## src/rtl/alu_share_arb.sv

```systemverilog
// Round-robin arbiter that time-shares one combinational ALU between two
// requesters. It registers the winner's operands and returns a tagged response.
module alu_share_arb #(
  parameter int unsigned WIDTH = 32
) (
  input  logic             clk,
  input  logic             rst,
  input  logic             r0_valid,
  output logic             r0_ready,
  input  logic [WIDTH-1:0] r0_x,
  input  logic [WIDTH-1:0] r0_y,
  input  logic [3:0]       r0_op,
  input  logic             r1_valid,
  output logic             r1_ready,
  input  logic [WIDTH-1:0] r1_x,
  input  logic [WIDTH-1:0] r1_y,
  input  logic [3:0]       r1_op,
  output logic [WIDTH-1:0] alu_x,
  output logic [WIDTH-1:0] alu_y,
  output logic [3:0]       alu_op,
  input  logic [WIDTH-1:0] alu_z,
  input  logic             alu_equal,
  input  logic             alu_overflow,
  input  logic             alu_zero,
  output logic             rsp_valid,
  input  logic             rsp_ready,
  output logic             rsp_id,
  output logic [WIDTH-1:0] rsp_z,
  output logic             rsp_equal,
  output logic             rsp_overflow,
  output logic             rsp_zero,
  output logic             rsp_err,
  output logic [1:0]       dbg_state
);

  // Handshakes: a transfer happens on a rising edge where valid and ready are
  // both high; valid never waits on ready, and ready is only offered in IDLE.
  typedef enum logic [1:0] {
    S_IDLE = 2'd0,
    S_EXEC = 2'd1,
    S_RESP = 2'd2
  } state_t;

  state_t           r_state;
  state_t           w_state_nxt;
  logic             r_last;
  logic [WIDTH-1:0] r_alu_x;
  logic [WIDTH-1:0] r_alu_y;
  logic [3:0]       r_alu_op;
  logic             r_rsp_id;
  logic [WIDTH-1:0] r_rsp_z;
  logic             r_rsp_equal;
  logic             r_rsp_overflow;
  logic             r_rsp_zero;
  logic             r_rsp_err;

  logic w_idle;
  logic w_grant0;
  logic w_grant1;
  logic w_acc0;
  logic w_acc1;
  logic w_illegal;

  // Under contention the requester that was not served last wins.
  assign w_idle   = (r_state == S_IDLE);
  assign w_grant0 = r0_valid && (!r1_valid || r_last);
  assign w_grant1 = r1_valid && (!r0_valid || !r_last);
  assign r0_ready = w_idle && w_grant0;
  assign r1_ready = w_idle && w_grant1;
  assign w_acc0   = r0_valid && r0_ready;
  assign w_acc1   = r1_valid && r1_ready;

  assign w_illegal = (r_alu_op == 4'b0100) || (r_alu_op >= 4'b1011);

  always_comb begin
    w_state_nxt = r_state;
    case (r_state)
      S_IDLE:  if (w_acc0 || w_acc1) w_state_nxt = S_EXEC;
      S_EXEC:  w_state_nxt = S_RESP;
      S_RESP:  if (rsp_ready) w_state_nxt = S_IDLE;
      default: w_state_nxt = S_IDLE;
    endcase
  end

  always_ff @(posedge clk or posedge rst) begin
    if (rst) begin
      r_state        <= S_IDLE;
      r_last         <= 1'b1;
      r_alu_x        <= '0;
      r_alu_y        <= '0;
      r_alu_op       <= '0;
      r_rsp_id       <= 1'b0;
      r_rsp_z        <= '0;
      r_rsp_equal    <= 1'b0;
      r_rsp_overflow <= 1'b0;
      r_rsp_zero     <= 1'b0;
      r_rsp_err      <= 1'b0;
    end else begin
      r_state <= w_state_nxt;
      if (w_acc0 || w_acc1) begin
        r_alu_x  <= w_acc1 ? r1_x  : r0_x;
        r_alu_y  <= w_acc1 ? r1_y  : r0_y;
        r_alu_op <= w_acc1 ? r1_op : r0_op;
        r_rsp_id <= w_acc1;
        r_last   <= w_acc1;
      end
      // The ALU has had the whole EXEC cycle to settle on the registered operands.
      if (r_state == S_EXEC) begin
        r_rsp_z        <= alu_z;
        r_rsp_equal    <= alu_equal;
        r_rsp_overflow <= alu_overflow;
        r_rsp_zero     <= alu_zero;
        r_rsp_err      <= w_illegal;
      end
    end
  end

  assign alu_x        = r_alu_x;
  assign alu_y        = r_alu_y;
  assign alu_op       = r_alu_op;
  assign rsp_valid    = (r_state == S_RESP);
  assign rsp_id       = r_rsp_id;
  assign rsp_z        = r_rsp_z;
  assign rsp_equal    = r_rsp_equal;
  assign rsp_overflow = r_rsp_overflow;
  assign rsp_zero     = r_rsp_zero;
  assign rsp_err      = r_rsp_err;
  assign dbg_state    = r_state;

endmodule

```

## config.mk

```make
export PLATFORM = sky130hd
export DESIGN_NAME = alu_share_arb
export DESIGN_NICKNAME = d
export VERILOG_FILES = /design/src/rtl/alu_share_arb.sv
export SDC_FILE = /design/constraint.sdc
export NUM_CORES = 1
export LEC_CHECK = 0
export BUFFER_PORTS_ARGS = -buffer_cell sky130_fd_sc_hd__buf_2
export CAP_MARGIN = 10
export CORE_AREA = 2 2 110 112
export CTS_CLUSTER_DIAMETER = 120
export CTS_CLUSTER_SIZE = 30
export DETAILED_ROUTE_END_ITERATION = 10
export DIE_AREA = 0 0 112 114
export HOLD_SLACK_MARGIN = 0.02
export PLACE_DENSITY = 0.81
export RECOVER_POWER = 25
export SETUP_SLACK_MARGIN = 0.05
export SKIP_CTS_REPAIR_TIMING = 1
export SLEW_MARGIN = 20
export SYNTH_ARGS = -nofsm -noshare
export SYNTH_HDL_FRONTEND = slang
export SYNTH_SLANG_ARGS = --single-unit
```

## constraint.sdc

```tcl
create_clock -name clk -period 8.1 [get_ports clk]
set_clock_uncertainty 0.2 [all_clocks]
set_input_delay 0.81 -clock clk [delete_from_list [all_inputs] [get_ports clk]]
set_output_delay 0.81 -clock clk [all_outputs]
set_load 0.01 [all_outputs]
```

==> summary.txt <==
Outcome
  • Status: complete, but fails checks
  • Violated checks: capacitance limit, slew limit

Worst setup path
  • Endpoint required time on the critical path: 7.09 ns
  • Crit-path max FO: 71
  • Crit path kind: primary input to output port
  • Startpoint of the worst-slack reg-to-reg timing path: dbg_state[1]$_DFFE_PP0P_
  • Slowest CP cell: clkbuf_1
  • Reg-to-reg slack, setup: 5.42 ns
  • Worst-case reg-to-reg path depth: 5
  • Ordered cell list for the critical path: buf_2 > clkbuf_1 > o211ai_1 > inv_1 > buf_2
  • Critical Path Start Type: primary input
  • Reg-to-reg critical path endpoint: alu_x[14]$_DFFE_PP0P_
  • CP Data Arrival Time: 4.03 ns
  • Highest cell delay on the worst timing path: 2.27 ns
  • Most frequent cell on the critical path: buf_2
  • Critical Path End Type: output port

Synthesis
  • Net count of the mapped netlist: 669
  • Sequential-to-total area share from yosys stat: 52.21%
  • Syn. warnings: 0
  • #FFs+latches synth: 108
  • Avg Cell Area, Syn: 10.50 sq um
  • Number of standard cells after synthesis: 493
  • Count of distinct cell types in the synthesized netlist: 26
  • Cell Area, Synth: 5179 sq um

Power and ir drop
  • Leakage: 0.003429 uW
  • Highest ir drop seen on vdd: 274.9 uV
  • Power density of the placed cells: 383.3 nW/um^2

Floorplanning
  • Row Count: 40
  • Die X: 112 microns
  • Effective utilization at floorplan: 44.22%
  • Die Area: 12770 sq um
  • I/O Pins: 286
  • Die Span Y: 114 microns
  • Area of the core: 11710 sq um

Clock tree
  • CTS root buf: clkbuf_16
  • Number of clock buffers inserted by TritonCTS: 9
  • Clk Latency, worst-skew pair: 0.34 ns
  • CTS Buffer Depth: 2
  • Clock transition at the registers of the reported paths: 0.07 ns
  • TritonCTS clock tree: built
  • Sinks on the clock net: 108
  • H-Tree Depth: 3

Finish
  • Fraction of layout instances using a drive strength above 1: 45.91%
  • Synthesis-to-finish area growth: 33.61%
  • Layout fillers: 973
  • Final nets: 916
  • Reg area: 2704 sq um
  • Combined area of the multi-input logic cells: 1957 sq um
  • End-of-flow core utilization: 59.08%

Run
  • Max-cap violations: 2

STA
  • Unrepaired setup endpoints after global routing: false
  • Worst slew pin tran: 3.250 ns
  • Total Negative Setup Slacks: 0 ns
  • Post-route fraction of the period consumed by the critical path: 62.19%
  • Final slew viol count: 111
  • Worst relative slew slack: -116.7%
  • Final count of negative-setup-slack endpoints: 0
  • Final period demand of the worst path: 5.038 ns
  • Count of endpoints failing hold in the final timing report: 0
  • Highest achievable clock rate: 198.5 MHz

Route
  • Vias post-DR: 5074
  • Count of routing violations after the opening detailed-route iteration: 384
  • First-pass iteration count of the detailed router: 5
  • Antenna Violating Nets Remaining: 0
  • Total routed wirelength: 16560 microns
  • Remaining design rule violation count: 0
  • Via-to-Cell Ratio: 5.682
  • Average wire length per cell after detail routing: 18.54 microns

Global route
  • First-pass GRT wire length: 25890 microns
  • Vias in the first global route: 5078
  • Initial antenna violation count: 1
  • Pin count of the biggest net entering global routing: 84
  • Leftover overflow at the end of global routing: 0
  • Total global-route track usage: 25.10%

Worst hold path
  • Hold endpoint: rsp_err$_DFFE_PP0N_
  • Hold path depth: 2
  • Beginning of the worst hold path: rsp_err$_DFFE_PP0N_
  • Worst hold-check path type: flip-flop to flip-flop

Placed design
  • Final HPWL from detailed placement: 11230 microns
  • Port buffer count: 285
  • Final estimated routing congestion in global placement: 0.8107
[worst max-delay path by stage]
stage / startpoint / endpoint / slack [ns] / cells past startpoint
floorplan: rst / alu_op[0]$_DFFE_PP0P_ / 4.25 / 1
global placement: r1_valid / r0_ready / 5.07 / 6
detailed placement: r1_valid / r0_ready / 5.03 / 6
CTS: dbg_state[1]$_DFFE_PP0P_ / r1_ready / 4.78 / 5
global route: r0_valid / r0_ready / 2.90 / 5
finish: r0_valid / r0_ready / 3.06 / 5
[through the flow]
stage          std cells  area (sq um)  hold slack, ns  total power [uW]  setup WS, ns
6_report             893          6919          0.2877              2652         3.062
2_1_floorplan        493          5179          0.3119              1705         4.246
4_1_cts              892          6928          0.2309              2663         4.784
3_3_place_gp         876          6600          0.2579              2114         5.073
5_1_grt              893          6919          0.3040              2810         2.896
3_5_place_dp         876          6603          0.2693              2179         5.029
[worst max-delay path: cells and delay by family]
kind / cells / cell delay (ns)
AOI/OAI and AO/OA: 1 / 0.49
buffers and inverters: 4 / 2.66
[cells by family after synthesis]
kind of cell	share of synthesized area [%]
AOI/OAI and AO/OA	28.80
buffers and inverters	10.15
DFF	52.21
muxes	7.611
and+or+nand+nor	1.232
[area by class of cell]
class / instances / share of cell area (%)
multi-input combinational: 256 / 28.28
tap: 147 / 2.658
inverter: 73 / 3.978
clock inverter: 5 / 1.193
timing repair buffer: 292 / 21.27
sequential: 108 / 39.08
antenna: 1 / 0.03617
clock buffer: 11 / 3.508
[cells in the final DEF (no fill, tap or decap), types with 2 or more instances in the layout]
master	n
buf_2	279
dfrtp_1	107
inv_1	71
o211ai_1	69
o2111ai_1	68
o21ai_0	52
mux2_2	35
o21ai_1	18
clkbuf_16	9
clkbuf_1	8
buf_4	5
nand2b_1	2
nor2_4	2
nand2_1	2
a21o_1	2
bufinv_16	2
inv_6	2
[per-layer routing]
metal | GRT usage [%] | routed length (microns) | vias to the layer above
met4 | 9.350 | 329 | 0
met2 | 43.15 | 8385 | 261
li1 | - | - | 2328
met1 | 32.46 | 6661 | 2459
met5 | 0 | 0 | -
met3 | 3.719 | 1184 | 26
[where the power goes]
part           switching (uW)  internal [uW]  leakage (uW)  total (uW)
combinational             707            500       0.00196        1210
sequential                150            812       0.00131         962
clock                     202            282      0.000161         484
total                    1060           1590       0.00343        2650
[synthesized netlist by cell type]
| library cell | count | area, sq um |
|---|---|---|
| dfrtp_1 | 107 | 2678 |
| inv_1 | 72 | 270.3 |
| o211ai_1 | 69 | 518.0 |
| o2111ai_1 | 68 | 595.6 |
| o21ai_0 | 52 | 260.3 |
| clkbuf_1 | 37 | 138.9 |
| mux2_2 | 35 | 394.1 |
| o21ai_1 | 18 | 90.09 |
| buf_2 | 11 | 55.05 |
| buf_4 | 3 | 22.52 |
| a21o_1 | 2 | 15.01 |
| buf_1 | 2 | 7.510 |
| buf_6 | 2 | 22.52 |
| nand2_1 | 2 | 7.510 |
| nand2b_1 | 2 | 12.51 |
| a21oi_1 | 1 | 5.000 |
| and3_1 | 1 | 6.260 |
| clkbuf_2 | 1 | 5.000 |
| dfstp_2 | 1 | 26.28 |
| inv_2 | 1 | 3.750 |
| nand3_2 | 1 | 10.01 |
| nor2_1 | 1 | 3.750 |
| nor2_2 | 1 | 6.260 |
| nor2_4 | 1 | 11.26 |
| o21bai_1 | 1 | 7.510 |
| or2_1 | 1 | 6.260 |
[state kept, by name, indices dropped and copies added (netlist names)]
register	cells
r_last	1
dbg_state	2
alu_x	32
rsp_z	32
alu_op	4
rsp_equal	1
alu_y	32
rsp_overflow	1
rsp_id	1
rsp_err	1
rsp_zero	1
No activity file was read; power rests on OpenSTA's default activity.
